===== config.mk =====
export PLATFORM = sky130hd
export DESIGN_NAME = btn_repeat_flat
export DESIGN_NICKNAME = d
export VERILOG_FILES = /design/src/rtl/btn_repeat_pkg.sv /design/src/rtl/btn_repeat_if.sv /design/src/rtl/btn_repeat.sv /design/src/flat_wrapper.sv
export SDC_FILE = /design/constraint.sdc
export NUM_CORES = 1
export LEC_CHECK = 0
export CELL_PAD_IN_SITES_DETAIL_PLACEMENT = 1
export CELL_PAD_IN_SITES_GLOBAL_PLACEMENT = 2
export CORE_UTILIZATION = 37
export DETAILED_ROUTE_END_ITERATION = 6
export PLACE_DENSITY_LB_ADDON = 0.2
export SLEW_MARGIN = 20
export SYNTH_ARGS = -nofsm -noshare
export SYNTH_HDL_FRONTEND = slang
export SYNTH_SLANG_ARGS = --single-unit

===== constraint.sdc =====
create_clock -name clk -period 4.7 [get_ports clk]
set_clock_uncertainty 0.1 [all_clocks]
set_input_delay 0.94 -clock clk [delete_from_list [all_inputs] [get_ports clk]]
set_output_delay 0.94 -clock clk [all_outputs]
set_load 0.01 [all_outputs]

===== src/rtl/btn_repeat_pkg.sv =====
`default_nettype none
// ============================================================================
//  Module      : btn_repeat_pkg
//  Description : Shared constants for the button path (FSM encoding, widths)
//  Revision    : 1.0 - initial release
// ============================================================================
package btn_repeat_pkg;

    localparam int c_cnt_w = 16;
    localparam int c_rep_w = 8;

    localparam logic [1:0] c_st_idle   = 2'd0;
    localparam logic [1:0] c_st_wait   = 2'd1;
    localparam logic [1:0] c_st_repeat = 2'd2;

    // Saturating increment for the repeat counter
    function automatic logic [c_rep_w-1:0] sat_inc(input logic [c_rep_w-1:0] v);
        return (v == {c_rep_w{1'b1}}) ? v : v + c_rep_w'(1);
    endfunction

endpackage
`default_nettype wire


===== src/rtl/btn_repeat_if.sv =====
`default_nettype none
// ============================================================================
//  Module      : btn_repeat_if
//  Description : Button level in, pulse/repeat status out
//  Revision    : 1.0 - initial release
// ============================================================================
interface btn_repeat_if;
    import btn_repeat_pkg::*;

    logic               in;
    logic               pulse;
    logic               repeating;
    logic [c_rep_w-1:0] rep_cnt;

    modport master (output in, input pulse, input repeating, input rep_cnt);
    modport slave  (input in, output pulse, output repeating, output rep_cnt);

endinterface
`default_nettype wire


===== src/rtl/btn_repeat.sv =====
`default_nettype none
// ============================================================================
//  Module      : btn_repeat
//  Description : Auto-repeat generator: one pulse on press, then after DELAY
//                cycles a pulse every PERIOD cycles while the button is held
//  Revision    : 1.0 - initial release
// ============================================================================
module btn_repeat
    import btn_repeat_pkg::*;
#(
    parameter int unsigned DELAY  = 500,
    parameter int unsigned PERIOD = 100
) (
    input  wire logic       clk,
    input  wire logic       rst,
    btn_repeat_if.slave     bus
);

    localparam logic [c_cnt_w-1:0] c_delay_last  = c_cnt_w'(DELAY - 1);
    localparam logic [c_cnt_w-1:0] c_period_last = c_cnt_w'(PERIOD - 1);

    logic [1:0]         r_state;
    logic [c_cnt_w-1:0] r_cnt;
    logic               r_pulse;
    logic               r_repeating;
    logic [c_rep_w-1:0] r_rep_cnt;

    // Release is tested first so it wins over a coincident terminal count
    always_ff @(posedge clk) begin
        if (rst) begin
            r_state     <= c_st_idle;
            r_cnt       <= '0;
            r_pulse     <= 1'b0;
            r_repeating <= 1'b0;
            r_rep_cnt   <= '0;
        end else begin
            r_pulse <= 1'b0;
            case (r_state)
                c_st_idle: begin
                    if (bus.in) begin
                        r_state   <= c_st_wait;
                        r_cnt     <= '0;
                        r_rep_cnt <= '0;
                        r_pulse   <= 1'b1;
                    end
                end
                c_st_wait: begin
                    if (!bus.in) begin
                        r_state <= c_st_idle;
                        r_cnt   <= '0;
                    end else if (r_cnt == c_delay_last) begin
                        r_state     <= c_st_repeat;
                        r_repeating <= 1'b1;
                        r_cnt       <= '0;
                        r_pulse     <= 1'b1;
                        r_rep_cnt   <= sat_inc(r_rep_cnt);
                    end else begin
                        r_cnt <= r_cnt + c_cnt_w'(1);
                    end
                end
                c_st_repeat: begin
                    if (!bus.in) begin
                        r_state     <= c_st_idle;
                        r_repeating <= 1'b0;
                        r_cnt       <= '0;
                    end else if (r_cnt == c_period_last) begin
                        r_cnt     <= '0;
                        r_pulse   <= 1'b1;
                        r_rep_cnt <= sat_inc(r_rep_cnt);
                    end else begin
                        r_cnt <= r_cnt + c_cnt_w'(1);
                    end
                end
                default: begin
                    r_state     <= c_st_idle;
                    r_repeating <= 1'b0;
                    r_cnt       <= '0;
                end
            endcase
        end
    end

    assign bus.pulse     = r_pulse;
    assign bus.repeating = r_repeating;
    assign bus.rep_cnt   = r_rep_cnt;

endmodule
`default_nettype wire


===== src/flat_wrapper.sv =====
// flat-port wrapper written by rule: the top's interface ports become plain ports
module btn_repeat_flat import btn_repeat_pkg::*;
#(
    parameter int unsigned DELAY  = 500,
    parameter int unsigned PERIOD = 100
)
  (clk, rst, bus_in, bus_pulse, bus_repeating, bus_rep_cnt);
  btn_repeat_if bus_i ();
  input  wire logic clk;
  input  wire logic rst;
  input wire logic [$bits(bus_i.in)-1:0] bus_in;
  output wire logic [$bits(bus_i.pulse)-1:0] bus_pulse;
  output wire logic [$bits(bus_i.repeating)-1:0] bus_repeating;
  output wire logic [$bits(bus_i.rep_cnt)-1:0] bus_rep_cnt;
  assign bus_i.in = bus_in;
  assign bus_pulse = bus_i.pulse;
  assign bus_repeating = bus_i.repeating;
  assign bus_rep_cnt = bus_i.rep_cnt;
  btn_repeat #(.DELAY(DELAY), .PERIOD(PERIOD)) u_core (.clk(clk), .rst(rst), .bus(bus_i));
endmodule

---- Word-level counts from Yosys, hierarchy flattened ----
Cells that the tools add are included.
word-level totals
  bits in latches ......................... 0
  RAM bits ................................ 0
  ROM bits ................................ 0
  input port bits ......................... 3
  word-level logic and storage cells ...... 53
  bits in registers ....................... 28
  memories ................................ 0
cells by class
  divide/modulo/power cells ............... 0
  equality and inequality tests ........... 12
  shift operators ......................... 0
  muxes and demuxes ....................... 28
  $mul .................................... 0
  reductions and logical operators ........ 5
  add/subtract/negate cells ............... 2
  $lt $le $gt $ge ......................... 0
  bitwise operators ....................... 1
operators by type and width
  cell                     count
  $mux W16                 5
  $mux W8                  6
  $pmux W16 S3             1
  $pmux W8 S3              1
  $add A16 B1 Y16 const B  1
  $eq A16 B7 Y1 const B    1
  $eq A16 B9 Y1 const B    1
  $add A8 B1 Y8 const B    1
  $eq A8 B8 Y1 const B     1
  $mux W1                  8
  $mux W2                  4
  $ne A2 B2 Y1 const B     4
  $pmux W1 S3              2
  $pmux W2 S3              1
  $reduce_and A6 Y1        1
  $ne A2 B1 Y1 const B     2
  $reduce_and A4 Y1        1
  $ne A3 B2 Y1 const B     1
  $reduce_and A3 Y1        1
  $reduce_bool A3 Y1       1
  $eq A2 B1 Y1 const B     1
  $eq A2 B2 Y1 const B     1
  $logic_not A2 Y1         1
  $not A1 Y1               1

---- Depth between registers and ports, before layout ----
Gate-level depths: netlist (run 1).
  word-level depth ........................ 5
  gate-level depth with buffers ........... 8

---- Worst setup path before layout (run 1) ----
OpenSTA, ideal clock, no wires.
  kind .................................... input-to-reg
  start ................................... input bus_in
  end ..................................... register u_core.r_cnt[14]
  stages on the path ...................... 7
  slack ................................... 2304 ps
  data required time ...................... 4477 ps
  setup time .............................. 123 ps
  arrival time ............................ 2173 ps
  path buffers ............................ 2
  path through ............................ clkbuf_1 -> nand2_1 -> a21oi_1 -> o311a_1 -> buf_2 -> and3_2 -> a221o_2
between the ends
  word-level cells in the longest chain between the ends .. 2
ends and longest elaborated chain
  element                      line                                source
  from (decl)                  flat_wrapper.sv:11                  input wire logic [$bits(bus_i.in)-1:0] bus_in;
  $mux W16 (on tied branches)  btn_repeat.sv:62, btn_repeat.sv:48
  $pmux W16 S3                 btn_repeat.sv:38                    case (r_state)
  to (signal assigned)         btn_repeat.sv:58                    r_cnt <= r_cnt + c_cnt_w'(1);
  to (signal assigned)         btn_repeat.sv:71                    r_cnt <= r_cnt + c_cnt_w'(1);
  to (decl)                    btn_repeat.sv:23                    logic [c_cnt_w-1:0] r_cnt;
Parallel ways exist; a longest one is shown, timed or not.
A chain may end at the register's enable or synchronous reset.

==> results of run 1 <==
sequential cells by signal (all words and copies together), names as in the netlist:
register,count
u_core.r_cnt,16
u_core.bus.rep_cnt,8
u_core.r_state,2
u_core.bus.pulse,1
u_core.bus.repeating,1
Yosys cell counts, drive strengths merged:
cell    instances  share of area, %
a221o           3               2.0
buf             4               2.2
nand2          16               3.8
and2            3               1.2
a21oi           5               1.6
a32o            5               3.1
and3b           2               1.1
dfxtp          28                35
a211o           1              0.63
a41o            1              0.63
a211oi          3               2.2
o211a           1              0.63
a221oi          1              0.55
nor4b           2               1.1
ha              6               4.7
a311oi          1              0.55
inv             7               1.6
nand3          13               4.1
nor2b           1              0.39
clkbuf          3              0.70
mux2            1              0.70
xor2            3               1.6
or2             2              0.78
xnor2           8               4.4
and4            2               1.1
o21bai          1              0.47
nand2b          2              0.78
and3            6               2.5
a31oi           2              0.78
a21o            1              0.55
nor2           25               6.0
nor3            7               2.2
nand4          11               4.3
o311a           1              0.63
a22o            2               1.1
nor4            3               3.1
o21ai           4               1.3
per-stage QoR:
stage          setup slack [ps]  hold WS, ps  power, mW  util [%]
6_report                   1940          412      0.500      44.2
5_1_grt                    1810          440      0.524      44.2
4_1_cts                    1940          422      0.505      44.2
3_5_place_dp               1640          407      0.309      42.4
3_3_place_gp               1680          394      0.307      42.4
2_1_floorplan              2300          413      0.293         -
cell families (layout without fill, tap and decap cells):
| kind of cell | count (synthesis) | count (layout) | synth area share [%] |
|---|---|---|---|
| fa+ha+maj | 6 | 6 | 4.70 |
| mux | 1 | 1 | 0.705 |
| buf+inv | 14 | 23 | 4.54 |
| xor+xnor | 11 | 11 | 6.03 |
| compound gates | 32 | 32 | 16.6 |
| flops | 28 | 28 | 35.1 |
| simple gates | 95 | 95 | 32.3 |
worst max-delay path, delay by kind of cell:
kind / cells / cell delay, ps
buf+inv: 2 / 1050
simple gates: 1 / 250
compound gates: 2 / 590
layer usage:
metal	track usage [%]	up-vias	share of wire, %
met5	0	-	0
met4	7.71	0	1.7
met3	2.87	7	1.8
met2	35.8	14	50
met1	23.3	700	46
li1	-	709	-
power by group:
| part | internal, mW | switching [mW] |
|---|---|---|
| registers | 0.240 | 0.00336 |
| clock network | 0.114 | 0.0818 |
| logic | 0.0205 | 0.0393 |
| total | 0.375 | 0.125 |
worst min-delay path by stage:
stage	startpoint	to	slack (ps)	depth (start not counted)
after floorplan	u_core.r_state[1]	u_core.r_state[1]	410	2
after global placement	u_core.bus.repeating	u_core.bus.repeating	390	2
after detailed placement	u_core.bus.repeating	u_core.bus.repeating	410	2
after CTS	u_core.bus.repeating	u_core.bus.repeating	420	2
after global routing	u_core.bus.repeating	u_core.bus.repeating	440	2
final	u_core.bus.repeating	u_core.bus.repeating	410	2
cell type report:
type | instances | area [sq um] | share of cell area [%]
Multi-Input combinational cell | 145 | 965 | 53.4
Inverter | 7 | 26.3 | 1.46
Clock inverter | 1 | 30.0 | 1.66
Sequential cell | 28 | 561 | 31.0
Timing Repair Buffer | 12 | 120 | 6.65
Tap cell | 50 | 62.6 | 3.47
Clock buffer | 3 | 41.3 | 2.29
==> results.sh, run 1 <==
export IMPL_cts_repair_resized=0
export IMPL_ys_ff_latch=28
export IMPL_ios=13
export IMPL_finalSetupTns_ps=0
export IMPL_ys_types=44
export IMPL_htreeDepth=1
export IMPL_clk_pin_slew_ps=100
export IMPL_end_kind="flip-flop"
export IMPL_cts_made_buffers=3
export IMPL_rsz0062_at_grt="false"
export IMPL_finalNonFillerCells=246
export IMPL_slowest_stage="clkdlybuf4s50_1"
export IMPL_leakage_nw=0.659
export IMPL_layout_min_cycle_time_ps=2760
export IMPL_rrSetupSlack_ps=2240
export IMPL_synth_fp_nets=196
export IMPL_p_per_area_nw_per_um2=277
export IMPL_grt_max_degree=17
export IMPL_relSlewSlack_pct=65.4
export IMPL_wl_mm=3.90
export IMPL_gr_total_overflow=0
export IMPL_final_cell_mix="dfxtp_1 (28), nor2_1 (24), nand2_1 (16)"
export IMPL_vias=1430
export IMPL_cts_tree="done"
export IMPL_finalCritPeriodShare_pct=58.6
export IMPL_drt_iter0_drc=59
export IMPL_post_cts_buffers=0
export IMPL_reg2regPathDepth=6
export IMPL_finalWeightedCongestion=0.754
export IMPL_hp_class="reg2reg"
export IMPL_grt_pass1_wl_mm=6.82
export IMPL_nNetsFinal=206
export IMPL_hold_buffers=0
export IMPL_insertion_delay_ps=290
export IMPL_path_cells="clkdlybuf4s50_1, inv_1, o311a_1, and3_2, a221o_2"
export IMPL_outcome="complete, no violations"
export IMPL_cts_root_buf="clkbuf_8"
export IMPL_irDropWorstVdd_uv=102
export IMPL_synth_area_sq_um=1600
export IMPL_grt_pass1_vias=1482
export IMPL_fin_area_sq_um=1810
export IMPL_dpl_hpwl_mm=2.93
export IMPL_firstDrtPassIters=4
export IMPL_worst_slew_pin_slew_ps=517
export IMPL_layout_commonest_cell="dfxtp_1"
export IMPL_yosysWarnings=0
export IMPL_avgSynthCellArea_sq_um=8.54
export IMPL_setup_viol_count_final=0
export IMPL_fmax_mhz=363
export IMPL_synth_cells=187
export IMPL_numPortBuffers=12
export IMPL_required_ps=4780
export IMPL_detail_route_antenna_nets=0
export IMPL_crit_type="in2reg"
export IMPL_drc=0
export IMPL_maxCapViolCount=0
export IMPL_dieHeight_um=67.7
export IMPL_crit_path_end="u_core.r_cnt[14]"
export IMPL_hold_viol=0
export IMPL_dpl_cell_area_sq_um=1730
export IMPL_wl_per_cell_um=15.9
export IMPL_core_sq_um=4090
export IMPL_critical_path_max_stage_delay_ps=790
export IMPL_die_area_sq_um=4590
export IMPL_antennaDiodeCount=0
export IMPL_cp_max_fo=14
export IMPL_ys_seq_area_share_pct=35.1
export IMPL_fp_dieW_um=67.7
export IMPL_crit_path_start_kind="input pin"
export IMPL_drive_above_1_share_pct=8.16
export IMPL_r2r_end="u_core.bus.rep_cnt[2]"
export IMPL_start_util_pct=39.1
export IMPL_fillers=500
export IMPL_clock_sinks=28
export IMPL_drv_slew=0
export IMPL_grt_antenna_before_repair=0
export IMPL_rows=23
export IMPL_ctsLongestPathBuffers=2
export IMPL_crit_start="rst"
export IMPL_syn_to_final_growth_pct=13.0
export IMPL_r2r_start="u_core.r_cnt[0]"
export IMPL_viasPerCell=5.81
export IMPL_grt_usage_pct=19.9
export IMPL_place_inst=242
export IMPL_critPathArrivalTime_ps=2840
Note: power is estimated with default switching activity, not from simulation.
==> run 2: changes to the inputs <==
Settings changed: CORE_UTILIZATION 37 to 31.
Clock period 4.7 ns to 2.45 ns, I/O delays scaled along.
==> run 2 against run 1 <==
  * Sequential power up 91%
  * Global-route usage fell by 2.7 points
  * Combinational power up 130%
  * Final cell count grew 10%
  * First-iteration DRC count shrank 19%
  * Via count grew 1.9%
  * Non-clock buffer count rose by 9
  * Clock-buffer cell count unchanged
  * Routed wire length grew 6.3%
  * Core utilization decreased by 5.4 points
  * Critical path depth increased by 2
  * Hold slack lost 9.3 ps
  * Critical endpoint is now u_core.bus.rep_cnt[5]
  * Largest power group unchanged
==> results.sh, run 2 (synthesis gave the netlist of run 1 again) <==
export IMPL_hold_viol=0
export IMPL_maxCapViolCount=0
export IMPL_leakage_nw=0.695
export IMPL_finalWeightedCongestion=0.836
export IMPL_r2r_end="u_core.bus.rep_cnt[5]"
export IMPL_path_cells="ha_1, nor4b_1, nand4_1, a211oi_4, buf_4, nand3_1, a32o_1"
export IMPL_wl_per_cell_um=15.3
export IMPL_cts_repair_resized=0
export IMPL_grt_pass1_wl_mm=7.09
export IMPL_irDropWorstVdd_uv=216
export IMPL_hp_class="reg2reg"
export IMPL_internal_power_mw=0.628
export IMPL_fp_dieW_um=73.8
export IMPL_fmax_mhz=442
export IMPL_detail_route_antenna_nets=0
export IMPL_regMostFlops="u_core.r_cnt"
export IMPL_htreeDepth=1
export IMPL_grt_max_degree=15
export IMPL_crit_type="reg2reg"
export IMPL_start_util_pct=33.0
export IMPL_nNetsFinal=215
export IMPL_fillers=583
export IMPL_cts_made_buffers=3
export IMPL_cts_tree="done"
export IMPL_insertion_delay_ps=280
export IMPL_setup_viol_count_final=0
export IMPL_antennaDiodeCount=0
export IMPL_path_depth=7
export IMPL_finalSetupTns_ps=0
export IMPL_crit_path_start_kind="flip-flop"
export IMPL_worst_slew_pin_slew_ps=497
export IMPL_crit_start="u_core.r_cnt[1]"
export IMPL_p_comb_share_pct=16.0
export IMPL_dieHeight_um=73.8
export IMPL_slowest_stage="dfxtp_1"
export IMPL_cp_top_family="compound AO/OA/AOI/OAI gates"
export IMPL_rows=25
export IMPL_r2r_start="u_core.r_cnt[1]"
export IMPL_crit_path_end="u_core.bus.rep_cnt[5]"
export IMPL_core_sq_um=4850
export IMPL_reg2regPathDepth=7
export IMPL_net_switching_power_mw=0.240
export IMPL_outcome="complete, no violations"
export IMPL_rsz0062_at_grt="false"
export IMPL_grt_usage_pct=17.2
export IMPL_drc=0
export IMPL_critical_path_max_stage_delay_ps=430
export IMPL_finalCritPeriodShare_pct=92.3
export IMPL_post_cts_buffers=0
export IMPL_relSlewSlack_pct=66.7
export IMPL_firstDrtPassIters=4
export IMPL_drive_above_1_share_pct=12.3
export IMPL_crit_buf_inv=1
export IMPL_viasPerCell=5.38
export IMPL_hold_buffers=0
export IMPL_rrSetupSlack_ps=190
export IMPL_drt_iter0_drc=48
export IMPL_drv_slew=0
export IMPL_vias=1457
export IMPL_largest_reg_flops=16
export IMPL_clockPowerShare_pct=30.2
export IMPL_layout_min_cycle_time_ps=2260
export IMPL_critPathArrivalTime_ps=2340
export IMPL_power_total_mw=0.867
export IMPL_switching_share_pct=27.6
export IMPL_end_kind="flip-flop"
export IMPL_final_cell_mix="dfxtp_1 (28), nor2_1 (24), nand2_1 (16)"
export IMPL_layout_commonest_cell="dfxtp_1"
export IMPL_p_per_area_nw_per_um2=462
export IMPL_syn_to_final_growth_pct=17.5
export IMPL_cp_max_fo=6
export IMPL_wl_mm=4.15
export IMPL_clock_sinks=28
export IMPL_cts_root_buf="clkbuf_8"
export IMPL_power_frac_seq_pct=53.8
export IMPL_clk_pin_slew_ps=100
export IMPL_required_ps=2530
export IMPL_ios=13
export IMPL_dpl_hpwl_mm=3.17
export IMPL_die_area_sq_um=5440
export IMPL_grt_pass1_vias=1480
export IMPL_gr_total_overflow=0
export IMPL_ctsLongestPathBuffers=2
export IMPL_grt_antenna_before_repair=0
export IMPL_numPortBuffers=12
[run 2: cell types whose count changed in the layout (fill, tap and decap cells not counted)]
cell,before,now
buf_4,0,8
and3_1,4,3
and3_2,2,3
buf_12,0,1
bufinv_16,1,0
[run 2: how the worst min path moves through the flow]
stage | endpoint | from | slack [ps] | cells past startpoint
finish | u_core.bus.repeating | u_core.bus.repeating | 400 | 2
detailed placement | u_core.bus.repeating | u_core.bus.repeating | 400 | 2
floorplan | u_core.r_state[1] | u_core.r_state[1] | 410 | 2
CTS | u_core.bus.repeating | u_core.bus.repeating | 410 | 2
global placement | u_core.bus.repeating | u_core.bus.repeating | 390 | 2
global route | u_core.bus.repeating | u_core.bus.repeating | 480 | 2
[run 2: metrics by stage]
step | cells | cell area [sq um] | hold WS, ps | setup slack (ps) | util [%]
after floorplan | 187 | 1600 | 413 | 406 | -
after global placement | 268 | 1840 | 387 | 145 | 37.9
after detailed placement | 268 | 1840 | 399 | 51.2 | 37.9
after CTS | 271 | 1880 | 414 | 137 | 38.7
after global routing | 271 | 1880 | 480 | 43.1 | 38.7
final | 271 | 1880 | 403 | 188 | 38.7
[run 2: final cells by class]
cell class	instances	area, sq um	share of cell area (%)
clock buffer	3	41.3	2.20
inverter	7	26.3	1.40
multi-input combinational	145	966	51.4
timing repair buffer	21	200	10.7
sequential	28	561	29.8
tap	67	83.8	4.46
[run 2: per-layer routing]
metal	routed length, um	share of wire (%)	track usage (%)	vias to the layer above
met4	61	1.5	6.84	0
li1	-	-	-	722
met5	0	0	0	-
met3	85	2.1	2.19	4
met2	2020	49	29.6	19
met1	1970	48	21.6	712
[run 2: worst reg2reg max path: cells and delay by family (launching register included)]
| kind | cells | cell delay [ps] |
|---|---|---|
| compound gates | 2 | 680 |
| flops | 1 | 430 |
| fa+ha+maj | 1 | 210 |
| buf+inv | 1 | 190 |
| simple gates | 3 | 570 |
[run 2: power groups by stage]
stage               Clock, mW  Sequential, mW  Combinational (mW)
finish                  0.262           0.467               0.138
global route            0.290           0.468               0.153
detailed placement          0           0.478               0.140
global placement            0           0.477               0.135
floorplan                   0           0.478              0.0837
CTS                     0.277           0.467               0.140
==> run 3: changes to the inputs <==
Settings changed: CELL_PAD_IN_SITES_DETAIL_PLACEMENT 1 to 0, CELL_PAD_IN_SITES_GLOBAL_PLACEMENT 2 to 1, CORE_UTILIZATION 31 to 39, HOLD_SLACK_MARGIN set to 0.03.
==> run 3 against run 2 <==
  * Flip-flop and latch count unchanged
  * Final cell count decreased by 7.7%
  * Largest cell class unchanged
  * Combinational power fell by 9%
  * Cell area shrank 2.8%
  * Core utilization up 9.3 points
  * Largest power group unchanged
==> results.sh, run 3 (synthesis gave the netlist of run 1 again) <==
export IMPL_grt_antenna_before_repair=0
export IMPL_drc=0
export IMPL_viasPerCell=5.74
export IMPL_seqCellArea_sq_um=561
export IMPL_pre_cts_ws_ps=38.0
export IMPL_grt_pass1_wl_mm=5.93
export IMPL_ctsLongestPathBuffers=2
export IMPL_cts_made_buffers=3
export IMPL_rsz0062_at_grt="false"
export IMPL_finalNonFillerCells=250
export IMPL_finalCritPeriodShare_pct=89.1
export IMPL_clockPowerShare_pct=29.8
export IMPL_detail_route_antenna_nets=0
export IMPL_drive_above_1_share_pct=10.9
export IMPL_net_switching_power_mw=0.224
export IMPL_drv_slew=0
export IMPL_end_kind="flip-flop"
export IMPL_insertion_delay_ps=270
export IMPL_grt_usage_pct=17.6
export IMPL_reg2regPathDepth=7
export IMPL_p_comb_share_pct=14.9
export IMPL_vias=1435
export IMPL_power_frac_seq_pct=55.4
export IMPL_rrSetupSlack_ps=270
export IMPL_gr_total_overflow=0
export IMPL_dieHeight_um=66.0
export IMPL_largest_reg_flops=16
export IMPL_layout_min_cycle_time_ps=2180
export IMPL_critPathArrivalTime_ps=2310
export IMPL_crit_type="reg2reg"
export IMPL_antennaDiodeCount=0
export IMPL_crit_start="u_core.r_cnt[0]"
export IMPL_internal_power_mw=0.621
export IMPL_outcome="complete, no violations"
export IMPL_cp_max_fo=8
export IMPL_finalWeightedCongestion=0.803
export IMPL_wl_per_cell_um=13.9
export IMPL_power_total_mw=0.845
export IMPL_clock_sinks=28
export IMPL_cts_tree="done"
export IMPL_layout_setup_ws_ps=266
export IMPL_hold_buffers=0
export IMPL_irDropWorstVdd_uv=369
export IMPL_cts_root_buf="clkbuf_8"
export IMPL_nNetsFinal=213
export IMPL_fmax_mhz=458
export IMPL_final_core_util_pct=48.1
export IMPL_r2r_start="u_core.r_cnt[0]"
export IMPL_multi_input_area_sq_um=965
export IMPL_finalSetupTns_ps=0
export IMPL_grt_max_degree=15
export IMPL_core_sq_um=3800
export IMPL_dpl_hpwl_mm=2.55
export IMPL_fp_dieW_um=66.0
export IMPL_ios=13
export IMPL_grt_pass1_vias=1280
export IMPL_htreeDepth=1
export IMPL_switching_share_pct=26.5
export IMPL_maxCapViolCount=0
export IMPL_regMostFlops="u_core.r_cnt"
export IMPL_crit_path_start_kind="flip-flop"
export IMPL_fillers=360
export IMPL_clk_pin_slew_ps=100
export IMPL_crit_path_end="u_core.bus.rep_cnt[2]"
export IMPL_leakage_nw=0.680
export IMPL_r2r_end="u_core.bus.rep_cnt[2]"
export IMPL_place_inst=247
export IMPL_die_area_sq_um=4360
export IMPL_cts_repair_resized=0
export IMPL_wl_mm=3.46
export IMPL_start_util_pct=42.1
export IMPL_hold_viol=0
export IMPL_final_cell_mix="dfxtp_1 (28), nor2_1 (24), nand2_1 (16)"
export IMPL_required_ps=2570
export IMPL_syn_to_final_growth_pct=14.3
export IMPL_setup_viol_count_final=0
export IMPL_p_per_area_nw_per_um2=463
export IMPL_post_cts_buffers=0
export IMPL_firstDrtPassIters=5
export IMPL_numPortBuffers=12
export IMPL_rows=22
export IMPL_drt_iter0_drc=149
export IMPL_relSlewSlack_pct=66.9
export IMPL_worst_slew_pin_slew_ps=492
export IMPL_hp_class="reg2reg"
export IMPL_layout_commonest_cell="dfxtp_1"
[run 3: per-layer routing]
layer	share of wire [%]	vias to the layer above	track usage, %	wire (um)
li1	-	716	-	-
met1	47	678	22.2	1640
met2	47	39	30.5	1630
met3	5.2	2	4.14	180
met4	0.52	0	2.93	18
met5	0	-	0	0
[run 3: area by class of cell]
cell class | instances | area share (%)
multi-input cells | 145 | 52.8
flip-flops and latches | 28 | 30.7
repair buffers | 19 | 9.46
well taps | 48 | 3.29
clock buffers | 3 | 2.26
inverters | 7 | 1.44
[run 3: critical path: stages, from the launching register on]
cell,delay (ps)
dfxtp_1,420
ha_1,210
buf_4,150
and3b_1,150
nand4_1,210
nand2_1,300
and3_1,380
a41o_1,220
[run 3: worst min path at each step]
stage          slack, ps  depth (start not counted)                    to                 start
2_1_floorplan        410                          2     u_core.r_state[1]     u_core.r_state[1]
3_5_place_dp         400                          2  u_core.bus.repeating  u_core.bus.repeating
3_3_place_gp         390                          2  u_core.bus.repeating  u_core.bus.repeating
6_report             410                          2  u_core.bus.repeating  u_core.bus.repeating
5_1_grt              470                          2  u_core.bus.repeating  u_core.bus.repeating
4_1_cts              410                          2  u_core.bus.repeating  u_core.bus.repeating
[run 3: power groups by stage]
stage               Sequential, mW  Combinational (mW)  Clock (mW)
global route                 0.469               0.140       0.287
global placement             0.478               0.124           0
CTS                          0.468               0.125       0.262
detailed placement           0.478               0.125           0
floorplan                    0.478              0.0837           0
finish                       0.468               0.126       0.251
[run 3: stage by stage]
step	cell area (sq um)	hold slack (ps)
CTS	1830	413
floorplan	1600	413
detailed placement	1780	400
finish	1830	408
global placement	1780	388
global route	1830	470
